==> config.mk <==
export PLATFORM = sky130hd
export DESIGN_NAME = dvfs_domain_sequencer
export DESIGN_NICKNAME = d
export VERILOG_FILES = /design/src/rtl/dvfs_domain_sequencer.sv
export SDC_FILE = /design/constraint.sdc
export NUM_CORES = 1
export LEC_CHECK = 0
export BUFFER_PORTS_ARGS = -buffer_cell sky130_fd_sc_hd__buf_4
export CAP_MARGIN = 20
export CORE_ASPECT_RATIO = 0.8
export CORE_UTILIZATION = 55
export DETAILED_ROUTE_END_ITERATION = 10
export PLACE_DENSITY = 0.78
export SKIP_CTS_REPAIR_TIMING = 1
export SLEW_MARGIN = 20
export SYNTH_ARGS = -nofsm -noshare
export SYNTH_HDL_FRONTEND = slang
export SYNTH_SLANG_ARGS = --single-unit
==> constraint.sdc <==
create_clock -name clk_i -period 9.8 [get_ports clk_i]
set_input_delay 0.49 -clock clk_i [delete_from_list [all_inputs] [get_ports clk_i]]
set_output_delay 0.49 -clock clk_i [all_outputs]
set_load 0.05 [all_outputs]
==> src/rtl/dvfs_domain_sequencer.sv <==
// DVFS and domain-gating sequencer for the NPU.
// Measures windowed peak utilisation, steps the operating level through a req/ack
// regulator handshake with settle time, applies thermal throttling with hysteresis,
// and clock/power gates idle domains (power restored before clock on wake).
// Optional: define PM_STATS_EN to build the committed-transition counter.
module dvfs_domain_sequencer #(
  parameter int unsigned NUM_DOMAINS   = 4,
  parameter int unsigned UTIL_W        = 16,
  parameter int unsigned LEVEL_W       = 3,
  parameter int unsigned LEVEL_INIT    = 3,
  parameter int unsigned WINDOW_LOG2   = 7,
  parameter int unsigned UP_THRESH     = 40000,
  parameter int unsigned DOWN_THRESH   = 15000,
  parameter int unsigned SETTLE_CYCLES = 50,
  parameter int unsigned TEMP_LIMIT    = 85,
  parameter int unsigned TEMP_HYST     = 5,
  parameter int unsigned GATE_THRESH   = 100,
  parameter int unsigned CG_DELAY      = 16,
  parameter int unsigned PG_DELAY      = 256
) (
  input  logic                          clk_i,
  input  logic                          reset_i,
  input  logic                          enable_i,
  input  logic [NUM_DOMAINS*UTIL_W-1:0] util_flat_i,
  input  logic [7:0]                    temperature_i,
  output logic                          dvfs_req_o,
  output logic [LEVEL_W-1:0]            dvfs_target_o,
  input  logic                          dvfs_ack_i,
  output logic [LEVEL_W-1:0]            level_o,
  output logic                          thermal_throttle_o,
  output logic [NUM_DOMAINS-1:0]        domain_pwr_en_o,
  output logic [NUM_DOMAINS-1:0]        domain_clk_en_o,
  output logic                          busy_o,
  output logic [15:0]                   dvfs_transitions_o
);

  localparam int unsigned AccW  = UTIL_W + WINDOW_LOG2;
  localparam int unsigned IdleW = $clog2(PG_DELAY + 1);
  localparam int unsigned SetW  = $clog2(SETTLE_CYCLES + 1);

  localparam logic [UTIL_W-1:0]  UpThr     = UTIL_W'(UP_THRESH);
  localparam logic [UTIL_W-1:0]  DownThr   = UTIL_W'(DOWN_THRESH);
  localparam logic [UTIL_W-1:0]  GateThr   = UTIL_W'(GATE_THRESH);
  localparam logic [7:0]         TempSet   = 8'(TEMP_LIMIT);
  localparam logic [7:0]         TempClr   = 8'(TEMP_LIMIT - TEMP_HYST);
  localparam logic [LEVEL_W-1:0] MaxLevel  = '1;
  localparam logic [LEVEL_W-1:0] LevelInit = LEVEL_W'(LEVEL_INIT);
  localparam logic [IdleW-1:0]   CgDelay   = IdleW'(CG_DELAY);
  localparam logic [IdleW-1:0]   PgDelay   = IdleW'(PG_DELAY);
  localparam logic [SetW-1:0]    SetLast   = SetW'(SETTLE_CYCLES - 1);

  typedef enum logic [2:0] {StIdle, StMeasure, StDecide, StReq, StSettle} state_e;

  state_e                 state_q, state_d;
  logic [AccW-1:0]        acc_q, acc_d;
  logic [WINDOW_LOG2-1:0] win_q, win_d;
  logic [SetW-1:0]        set_q, set_d;
  logic                   req_q, req_d;
  logic [LEVEL_W-1:0]     target_q, target_d;
  logic [LEVEL_W-1:0]     level_q, level_d;
  logic                   throttle_q, throttle_d;
  logic [UTIL_W-1:0]      metric;
  logic [UTIL_W-1:0]      avg;

  logic [IdleW-1:0]       idle_q [NUM_DOMAINS];
  logic [IdleW-1:0]       idle_d [NUM_DOMAINS];
  logic [NUM_DOMAINS-1:0] pwr_q, pwr_d, clk_q, clk_d;

  assign avg = acc_q[AccW-1:WINDOW_LOG2];

  // Peak utilisation across all domains for this cycle.
  always_comb begin
    metric = '0;
    for (int i = 0; i < int'(NUM_DOMAINS); i++) begin
      if (util_flat_i[i*UTIL_W +: UTIL_W] > metric) metric = util_flat_i[i*UTIL_W +: UTIL_W];
    end
  end

  // DVFS FSM next state; window/settle counters clear whenever they are not counting.
  always_comb begin
    state_d  = state_q;
    acc_d    = '0;
    win_d    = '0;
    set_d    = '0;
    req_d    = req_q;
    target_d = target_q;
    level_d  = level_q;
    unique case (state_q)
      StIdle: begin
        if (enable_i) state_d = StMeasure;
      end
      StMeasure: begin
        if (!enable_i) begin
          state_d = StIdle;
        end else begin
          acc_d = acc_q + AccW'(metric);
          win_d = win_q + 1'b1;
          if (&win_q) state_d = StDecide;
        end
      end
      StDecide: begin
        if (!enable_i) begin
          state_d = StIdle;
        end else if (throttle_q && level_q != '0) begin
          target_d = level_q - 1'b1;
          req_d    = 1'b1;
          state_d  = StReq;
        end else if (avg > UpThr && level_q != MaxLevel && !throttle_q) begin
          target_d = level_q + 1'b1;
          req_d    = 1'b1;
          state_d  = StReq;
        end else if (avg < DownThr && level_q != '0) begin
          target_d = level_q - 1'b1;
          req_d    = 1'b1;
          state_d  = StReq;
        end else begin
          state_d = StMeasure;
        end
      end
      StReq: begin
        // Handshake is never abandoned; enable only chooses where to go afterwards.
        if (dvfs_ack_i) begin
          level_d = target_q;
          req_d   = 1'b0;
          state_d = enable_i ? StSettle : StIdle;
        end
      end
      StSettle: begin
        if (!enable_i) begin
          state_d = StIdle;
        end else if (set_q == SetLast) begin
          state_d = StMeasure;
        end else begin
          set_d = set_q + 1'b1;
        end
      end
      default: state_d = StIdle;
    endcase
  end

  // Thermal throttle with hysteresis band, independent of FSM state.
  always_comb begin
    throttle_d = throttle_q;
    if (temperature_i >= TempSet)     throttle_d = 1'b1;
    else if (temperature_i < TempClr) throttle_d = 1'b0;
  end

  // Per-domain idle counting and gating; clock only re-enabled once power is already on.
  always_comb begin
    for (int i = 0; i < int'(NUM_DOMAINS); i++) begin
      if (util_flat_i[i*UTIL_W +: UTIL_W] >= GateThr) begin
        idle_d[i] = '0;
        pwr_d[i]  = 1'b1;
        clk_d[i]  = pwr_q[i];
      end else begin
        idle_d[i] = (idle_q[i] == PgDelay) ? idle_q[i] : idle_q[i] + 1'b1;
        pwr_d[i]  = idle_q[i] < PgDelay;
        clk_d[i]  = pwr_q[i] && (idle_q[i] < CgDelay);
      end
    end
  end

  // State registers.
  always_ff @(posedge clk_i) begin
    if (reset_i) begin
      state_q    <= StIdle;
      acc_q      <= '0;
      win_q      <= '0;
      set_q      <= '0;
      req_q      <= 1'b0;
      target_q   <= LevelInit;
      level_q    <= LevelInit;
      throttle_q <= 1'b0;
      pwr_q      <= '1;
      clk_q      <= '1;
      for (int i = 0; i < int'(NUM_DOMAINS); i++) idle_q[i] <= '0;
    end else begin
      state_q    <= state_d;
      acc_q      <= acc_d;
      win_q      <= win_d;
      set_q      <= set_d;
      req_q      <= req_d;
      target_q   <= target_d;
      level_q    <= level_d;
      throttle_q <= throttle_d;
      pwr_q      <= pwr_d;
      clk_q      <= clk_d;
      for (int i = 0; i < int'(NUM_DOMAINS); i++) idle_q[i] <= idle_d[i];
    end
  end

`ifdef PM_STATS_EN
  logic        commit;
  logic [15:0] trans_q;

  assign commit = (state_q == StReq) && dvfs_ack_i;

  // Saturating count of committed level changes.
  always_ff @(posedge clk_i) begin
    if (reset_i) begin
      trans_q <= '0;
    end else if (commit && trans_q != 16'hFFFF) begin
      trans_q <= trans_q + 16'd1;
    end
  end

  assign dvfs_transitions_o = trans_q;
`else
  assign dvfs_transitions_o = '0;
`endif

  assign dvfs_req_o         = req_q;
  assign dvfs_target_o      = target_q;
  assign level_o            = level_q;
  assign thermal_throttle_o = throttle_q;
  assign domain_pwr_en_o    = pwr_q;
  assign domain_clk_en_o    = clk_q;
  assign busy_o             = (state_q == StReq) || (state_q == StSettle);

endmodule

==> flow_metrics.tcl <==
set metrics [dict create \
    syn_area_sq_um 6510 \
    synthTopCellsByArea "dfxtp_1, ha_1, nor2_1" \
    slew_viol_final 0 \
    ant_nets 0 \
    cts.clk_slew.worst_paths_ns 0.07 \
    synthToLayoutAreaGrowth_pct 15.8 \
    setup_ws_ns 0.549 \
    ir_worst_vdd_mv 0.0849 \
    first_iter_violations 348 \
    fin_setup_tns_ns 0 \
    critical_path.max_stage_delay_ns 0.63 \
    critPathKind "in2reg" \
    crit_top_cell "ha_1" \
    finalClockSkew_ns 0.0106 \
    ys_seq_area_frac 0.280 \
    async_reset_ff_frac 0 \
    grt_max_degree 28 \
    synth_seq_cells 91 \
    hp-class "in2reg" \
    cts_buffers 9 \
    whs_ns 0.350 \
    utilization 0.655 \
    synth_ff_type "dfxtp_1" \
    diodes 0 \
    port_buffers 92 \
    track_usage 0.257 \
    syn_avg_cell_area_sq_um 8.42 \
    power.density_nw_per_um2 144 \
    clock_latency_ns 0.35 \
    cp.arrival_ns 9.45 \
    clockRootBuffer "clkbuf_16" \
    worst_pin_slew_ns 0.931 \
    core_area_sq_um 11500 \
    dpl_worst_slack_ns 0.396 \
    ioPinCount 109 \
    synthCells 773 \
    path_max_fanout 17 \
    yosysTopAreaCell "dfxtp_1" \
    first_pass_iters 5 \
    cts_max_level 3 \
    leakage_nw 3.38 \
    start_kind "input port" \
    maxCapViolCount 0 \
    critPathRequiredTime_ns 9.99 \
    synth.most_common_cell "nor2_1" \
    fin_crit_sh 0.944 \
    die_h_um 99.3 \
    die_w_um 124 \
    start_util 0.565 \
    crit_slowest_cell "a31oi_4" \
    synth_edf_count 0 \
    ys_warn_count 0 \
    cts.sinks 91 \
    dieArea_sq_um 12300 \
    synth_common_cells "nor2_1, dfxtp_1, ha_1" \
    routed_wirelength_mm 15.5 \
    antenna_found_initial 0 \
    post_drt_wl_per_cell_um 15.3 \
    place_congestion 0.913 \
    slew_headroom 0.378 \
    vias 5842 \
    rsz0062_at_grt "false" \
    grt_pass1_vias 5528 \
    drive_gt1_frac 0.145 \
    netlist.area_leader.share 0.280 \
    grt_pass1_wl_mm 25.3 \
    status "finished, final reports clean" \
    nets 1019 \
    dpl.hpwl_mm 12.3 \
    drc 0 \
    fmax_mhz 108 \
    setup_viol 0 \
    timing.final.hold_violations 0 \
    cts_tree "yes" \
    rows 35 \
    vias_per_cell 5.76 \
    yosysUniqueCellTypes 61 \
    final.min_clock_period_ns 9.25 \
    critPathCaptureType "flop" \
    grt_overflow 0 \
    cts_buffer_depth 2 \
]
[final cells by class]
cell class                      count  area [sq um]
Tap cell                          148           185
Sequential cell                    91          1820
Timing Repair Buffer               94           706
Clock inverter                      6          56.3
Inverter                           43           161
Fill cell                         973          3980
Clock buffer                       10           229
Multi-Input combinational cell    622          4380
[sequential cells by signal, indices dropped and copies added (netlist names)]
register,flops
thermal_throttle_o,1
idle_q,36
win_q,7
state_q,3
acc_q,23
dvfs_target_o,3
set_q,6
dvfs_req_o,1
level_o,3
domain_clk_en_o,4
domain_pwr_en_o,4
[critical path: cells and delay by family]
| family | cells | cell delay, ns |
|---|---|---|
| compound gates | 16 | 4.87 |
| fa+ha+maj | 5 | 1.61 |
| buf+inv | 4 | 0.82 |
| mux | 1 | 0.26 |
| simple gates | 7 | 1.37 |
[metal layers]
layer  routed length (um)  vias to the layer above  global-route usage
met1                 7250                     2736               0.336
met3                  785                       22              0.0493
li1                     -                     2923                   -
met4                  223                        0              0.0825
met2                 7270                      161               0.424
met5                    0                        -                   0
[where the power goes]
part / leakage (nW) / internal (mW) / switching (mW)
registers: 0.735 / 0.374 / 0.00437
clock network: 0.138 / 0.178 / 0.158
logic: 2.51 / 0.159 / 0.212
total: 3.38 / 0.711 / 0.375
[cells by family after synthesis]
group                    after synthesis  share of synthesized area
buffers and inverters                 75                     0.0557
other                                  1                   0.000576
AO/OA/AOI/OAI                        166                      0.173
flip-flops                            91                      0.280
AND/OR/NAND/NOR                      270                      0.207
adder cells (fa/ha/maj)               82                      0.159
XOR/XNOR                              54                     0.0726
multiplexers                          34                     0.0525
[layout by cell type (no fill, tap or decap), types with 8 or more instances in the layout]
| cell | n |
|---|---|
| nand4_1 | 18 |
| nor2_1 | 93 |
| conb_1 | 16 |
| nand2b_1 | 18 |
| or4_1 | 8 |
| a21bo_1 | 9 |
| a21oi_1 | 65 |
| inv_1 | 42 |
| a21o_1 | 8 |
| nor4_1 | 12 |
| or3_1 | 11 |
| dfxtp_1 | 91 |
| nand2_1 | 37 |
| ha_1 | 81 |
| nand3_1 | 30 |
| buf_4 | 94 |
| and3_1 | 19 |
| o21ai_0 | 27 |
| xnor2_1 | 18 |
| mux2i_1 | 33 |
| xor2_1 | 36 |
| clkbuf_16 | 9 |
[per-stage QoR]
| step | total power, mW | area [sq um] | instances |
|---|---|---|---|
| floorplan | 0.664 | 6570 | 788 |
| global placement | 0.740 | 7260 | 998 |
| detailed placement | 0.750 | 7260 | 998 |
| CTS | 1.09 | 7540 | 1014 |
| global route | 1.14 | 7540 | 1014 |
| finish | 1.09 | 7540 | 1014 |
[final timing paths]
kind	from	end	slack, ns	cells past startpoint
min reg2reg	idle_q[1][8]	domain_pwr_en_o[1]	0.43	1
min	temperature_i[7]	thermal_throttle_o	0.35	3
max	util_flat_i[15]	acc_q[20]	0.55	33
max reg2reg	acc_q[0]	acc_q[20]	6.90	9
(Power assumes the default switching activity.)
